## src/rtl/shaper_queue.sv

```systemverilog
// Ingress FIFO ahead of a token-bucket limiter: one request per head item, release on grant.
// Optional build macro SHAPER_QUEUE_DROP_ON_FULL_EN: drop pushes while full and count them.
module shaper_queue #(
  parameter int DATA_W = 8,
  parameter int DEPTH  = 4
) (
  input  logic                     clk,
  input  logic                     rst_n,
  input  logic                     in_valid,
  output logic                     in_ready,
  input  logic [DATA_W-1:0]        in_data,
  output logic                     req_o,
  input  logic                     grant_i,
  output logic                     out_valid,
  input  logic                     out_ready,
  output logic [DATA_W-1:0]        out_data,
  output logic [$clog2(DEPTH):0]   level_o
`ifdef SHAPER_QUEUE_DROP_ON_FULL_EN
  ,
  output logic [15:0]              drop_cnt_o
`endif
);

  localparam int AW = $clog2(DEPTH);
  localparam logic [AW:0] FULL_LVL = DEPTH[AW:0];

  typedef enum logic [1:0] {IDLE, REQ, CHECK, OUT} state_t;

  state_t            state;
  logic [DATA_W-1:0] mem [DEPTH];
  logic [AW-1:0]     wr_ptr;
  logic [AW-1:0]     rd_ptr;
  logic              full;
  logic              push;
  logic              pop;
  logic [AW:0]       level_next;

  assign full = (level_o == FULL_LVL);

`ifdef SHAPER_QUEUE_DROP_ON_FULL_EN
  assign in_ready = 1'b1;
  assign push     = in_valid && !full;
`else
  assign in_ready = !full;
  assign push     = in_valid && in_ready;
`endif

  // Only a grant seen in CHECK answers our own request; grants elsewhere are stray.
  assign pop        = (state == CHECK) && grant_i && (level_o != '0);
  assign level_next = level_o + {{AW{1'b0}}, push} - {{AW{1'b0}}, pop};

  always_ff @(posedge clk) begin
    if (rst_n && push) begin
      mem[wr_ptr] <= in_data;
    end
  end

  always_ff @(posedge clk) begin
    if (!rst_n) begin
      state     <= IDLE;
      wr_ptr    <= '0;
      rd_ptr    <= '0;
      level_o   <= '0;
      req_o     <= 1'b0;
      out_valid <= 1'b0;
      out_data  <= '0;
    end else begin
      level_o <= level_next;
      if (push) wr_ptr <= wr_ptr + 1'b1;
      if (pop)  rd_ptr <= rd_ptr + 1'b1;
      case (state)
        IDLE: begin
          if (level_o != '0) begin
            state <= REQ;
            req_o <= 1'b1;
          end
        end
        REQ: begin
          state <= CHECK;
          req_o <= 1'b0;
        end
        CHECK: begin
          if (pop) begin
            out_data  <= mem[rd_ptr];
            out_valid <= 1'b1;
            state     <= OUT;
          end else begin
            state <= REQ;
            req_o <= 1'b1;
          end
        end
        OUT: begin
          if (out_ready) begin
            out_valid <= 1'b0;
            if (level_next != '0) begin
              state <= REQ;
              req_o <= 1'b1;
            end else begin
              state <= IDLE;
            end
          end
        end
        default: begin
          state <= IDLE;
          req_o <= 1'b0;
        end
      endcase
    end
  end

`ifdef SHAPER_QUEUE_DROP_ON_FULL_EN
  always_ff @(posedge clk) begin
    if (!rst_n) begin
      drop_cnt_o <= '0;
    end else if (in_valid && full && (drop_cnt_o != 16'hFFFF)) begin
      drop_cnt_o <= drop_cnt_o + 16'd1;
    end
  end
`endif

endmodule

```

## config.mk

```make
export PLATFORM = sky130hd
export DESIGN_NAME = shaper_queue
export DESIGN_NICKNAME = d
export VERILOG_FILES = /design/src/rtl/shaper_queue.sv
export SDC_FILE = /design/constraint.sdc
export NUM_CORES = 1
export LEC_CHECK = 0
export CAP_MARGIN = 10
export CORE_MARGIN = 1
export CORE_UTILIZATION = 45
export CTS_CLUSTER_DIAMETER = 30
export DETAILED_ROUTE_END_ITERATION = 6
export HOLD_SLACK_MARGIN = 0.03
export PLACE_DENSITY = 0.65
export SLEW_MARGIN = 20
export SYNTH_ARGS = -nofsm -noshare
export SYNTH_HDL_FRONTEND = slang
export SYNTH_SLANG_ARGS = --single-unit
```

## constraint.sdc

```tcl
create_clock -name clk -period 3.5 [get_ports clk]
set_input_delay 0.525 -clock clk [delete_from_list [all_inputs] [get_ports clk]]
set_output_delay 0.525 -clock clk [all_outputs]
set_load 0.03 [all_outputs]
```

==> flow_summary_export.csv <==
group,metric,value,unit
sta,layout_worst_path_cycle_share,0.808,
power_and_ir_drop,internal-power,0.999,mW
grt,wire_length_of_the_first_global_routing_pass,6170,um
finish,final.fill_count,371,
logic_synthesis,synth_sequential_area_ratio,0.627,
sta,grt_setup_unrepaired,"no",
cts,cts-htree-levels,2,
place,place_hpwl,2630,um
grt,grt_pass1_vias,1281,
setup_path,cp_data_required_time,3.68,ns
logic_synthesis,post_synth_instance_area,2140,sq um
setup_path,worst_ep_arrival_time,3.01,ns
logic_synthesis,netlist-cell-type-count,35,
floorplan,ioPinCount,27,
grt,grt_antenna_before_repair,0,
drt,antenna_left,0,
drt,dr_total_vias,1289,
setup_path,worstSetupPathDepth,11,
floorplan,initial_core_util,0.478,
grt,global_route_total_usage_across_every_layer,0.165,
power_and_ir_drop,power_switching,0.477,mW
power_and_ir_drop,pwr_density_cell,590,nW/um^2
finish,layout-drive-gt1-share,0.114,
power_and_ir_drop,comb_power_share,0.271,
setup_path,endpoint_of_the_lowest_slack_register_to_register_path,"req_o",
drt,detailroute.wirelength.met2,1920,um
logic_synthesis,synthesis.instances,152,
sta,timing.final.hold_violations,0,
setup_path,regToRegStartpoint,"level_o[2]",
setup_path,crit_type,"flop to flop",
hold_path,hold_class,"flop to flop",
cts,ctsLongestPathBuffers,2,
setup_path,setup.reg_to_reg.worst_slack,0.67,ns
power_and_ir_drop,worst_ir_drop_vdd,0.320,mV
drt,total_drc_errors_in_the_routed_layout,8,
place,place_area,2420,sq um
setup_path,worstRegToRegCells,11,
sta,relSlewSlack,0.589,
drt,routed_wl,3810,um
setup_path,critPathBufInv,3,
drt,detail_route.first_pass.iterations,6,
power_and_ir_drop,cellLeakagePower,0.845,nW
cts,post_cts.repair.setup_buffers,0,
logic_synthesis,yosysWarnings,0,
finish,layout_commonest_cell,"edfxtp_1",
sta,min_period,2.83,ns
floorplan,placement_rows,24,
drt,met1_length,1650,um
finish,nets,195,
cts,clk_latency,0.29,ns
cts,cts.clk_slew.worst_paths,0.09,ns
logic_synthesis,syn_area_per_cell,14.1,sq um
grt,grt_start_max_net_pins,18,
grt,grt_overflow,0,
setup_path,critPathCaptureType,"flop",
drt,routed_wire_length_per_instance,16.7,um
power_and_ir_drop,power.switching_fraction,0.323,
drt,vias_per_cell,5.65,
drt,drt_iter0_drc,96,
sta,final-setup-viol-count,0,
hold_path,whs_path_depth,2,
finish,antenna_cells_inserted,0,
setup_path,critical-path-top-delay-family,"adder cells",
sta,max_freq,354,MHz
place,dp.cells,220,
floorplan,design.core.area,4470,sq um
drt,highest_signal_layer,"met4",
finish,area_growth,17.0,%
outcome,run_status,"finished with violations",
cts,post_cts_hold_buffers,0,
logic_synthesis,synth.top_cells.by_area,"edfxtp_1 45%, dfxtp_1 18%, mux4_2 8.4%, ha_1 3.5%, o31ai_1 3.2%",
finish,layout_common_cells,"32 x edfxtp_1, 26 x clkdlybuf4s50_1, 19 x dfxtp_1",
sta,fin_setup_tns,0,ns
sta,count_of_pins_over_their_slew_limit,0,
cts,tritoncts_clock_tree,"built",
sta,worst-slew-pin-transition,0.615,ns
sta,final.setup_skew,0.00399,ns
cts,clock-root-buffer,"clkbuf_8",
finish,finalCoreUtilization,0.559,
floorplan,dieWidth,70.9,um
place,port_buffers,26,
flow_run,max_cap_viol_count,0,
setup_path,worst_setup_path_endpoint,"req_o",
logic_synthesis,synth.largest_area_cell,"edfxtp_1",
floorplan,design.die.area,5030,sq um
cts,cts_resized,0,
finish,sequential_cell_area,1340,sq um
setup_path,cp-start-kind,"flop",
finish,final_cells,228,
outcome,violated_checks,"DRC",
setup_path,critPathSlowestCell,"or3b_1",
place,place_congestion,0.741,
floorplan,vertical_extent_of_the_die,70.9,um
logic_synthesis,synth_top_area_share,0.449,
finish,multiInputGateArea,709,sq um
logic_synthesis,synthesis.nets,172,
finish,final_design_area_no_fill,2500,sq um
setup_path,critical_path.startpoint,"level_o[2]",
power_and_ir_drop,clock_power_share,0.213,
setup_path,worstPathCellList,"or3b_1, and2_4, inv_1, ha_1, inv_1, ha_1, inv_1, fa_1, xnor3_1, a21oi_1, o311a_1",
setup_path,most_numerous_cell_on_the_critical_path,"inv_1",
drt,route.met3.wl,197,um
cts,clock_buffer_count_from_cts,5,
power_and_ir_drop,sequentialPowerShare,0.517,
setup_path,path_max_fanout,6,
setup_path,max_stage_delay,0.48,ns
cts,clock-sinks,51,
logic_synthesis,synth.ff_latch_count,51,
-- power by group through the flow --
stage / registers, mW / clock network (mW) / logic [mW]
3_5_place_dp: 0.777 / 0 / 0.398
4_1_cts: 0.763 / 0.333 / 0.399
6_report: 0.762 / 0.314 / 0.399
5_1_grt: 0.773 / 0.349 / 0.435
2_1_floorplan: 0.776 / 0 / 0.272
3_3_place_gp: 0.771 / 0 / 0.387
-- worst min-delay path by stage --
stage	from	endpoint	slack, ns
after floorplan	state[1]	out_valid	0.54
after global placement	out_data[1]	out_data[1]	0.46
after detailed placement	out_data[1]	out_data[1]	0.46
after CTS	out_data[1]	out_data[1]	0.48
after global routing	out_data[2]	out_data[2]	0.50
final	out_data[2]	out_data[2]	0.48
-- final cells by class --
class	count	share of cell area
Sequential cell	51	0.536
Multi-Input combinational cell	82	0.283
Timing Repair Buffer	28	0.110
Clock buffer	6	0.0290
Tap cell	52	0.0260
Inverter	7	0.0105
Clock inverter	2	0.00500
-- Yosys cell counts --
library cell	n
nor2_1	4
and2_1	2
buf_6	1
o21a_1	1
and3_1	4
a21oi_1	12
nand4_1	9
nor3_1	2
or3_1	1
or4_1	1
and2_4	1
buf_4	1
edfxtp_1	32
fa_1	1
o311a_1	1
xnor3_1	1
a32oi_1	1
nand2b_1	2
or3b_1	1
a21oi_2	1
ha_1	6
o31ai_1	9
nand2_1	4
clkbuf_1	6
mux4_2	8
dfxtp_1	19
nand3_1	3
nor4_1	1
o221a_2	1
a21o_1	2
inv_1	7
a211oi_1	1
nor2b_1	1
buf_2	4
mux2i_1	1
-- state kept, by name, indices dropped and copies added, names as in the netlist --
name,flops
req_o,1
wr_ptr,2
out_valid,1
out_data,8
rd_ptr,2
state,2
mem,32
level_o,3
-- kinds of logic after synthesis --
group / share of synthesized area
DFF: 0.627
and+or+nand+nor: 0.0960
muxes: 0.0889
AOI/OAI and AO/OA: 0.0919
xor gates and xnor gates: 0.0105
adders and majority gates: 0.0445
buffers and inverters: 0.0410
-- layer usage --
metal  track usage  vias to the layer above
met2         0.280                       39
met1         0.207                      617
met3        0.0328                        5
li1              -                      628
met4        0.0733                        0
met5             0                        -
-- worst reg2reg max path, stage by stage (launching register included) --
cell and delay (ns):
dfxtp_1 0.44, or3b_1 0.48, and2_4 0.22, inv_1 0.05, ha_1 0.22, inv_1 0.05
ha_1 0.12, inv_1 0.05, fa_1 0.40, xnor3_1 0.30, a21oi_1 0.09, o311a_1 0.29
-- through the flow --
stage	setup WS (ns)	power [mW]	hold WS, ns
2_1_floorplan	0.635	1.05	0.540
3_3_place_gp	0.563	1.16	0.458
3_5_place_dp	0.496	1.18	0.462
4_1_cts	0.673	1.49	0.478
5_1_grt	0.516	1.56	0.501
6_report	0.672	1.48	0.478
No activity file was read; power rests on OpenSTA's default activity.
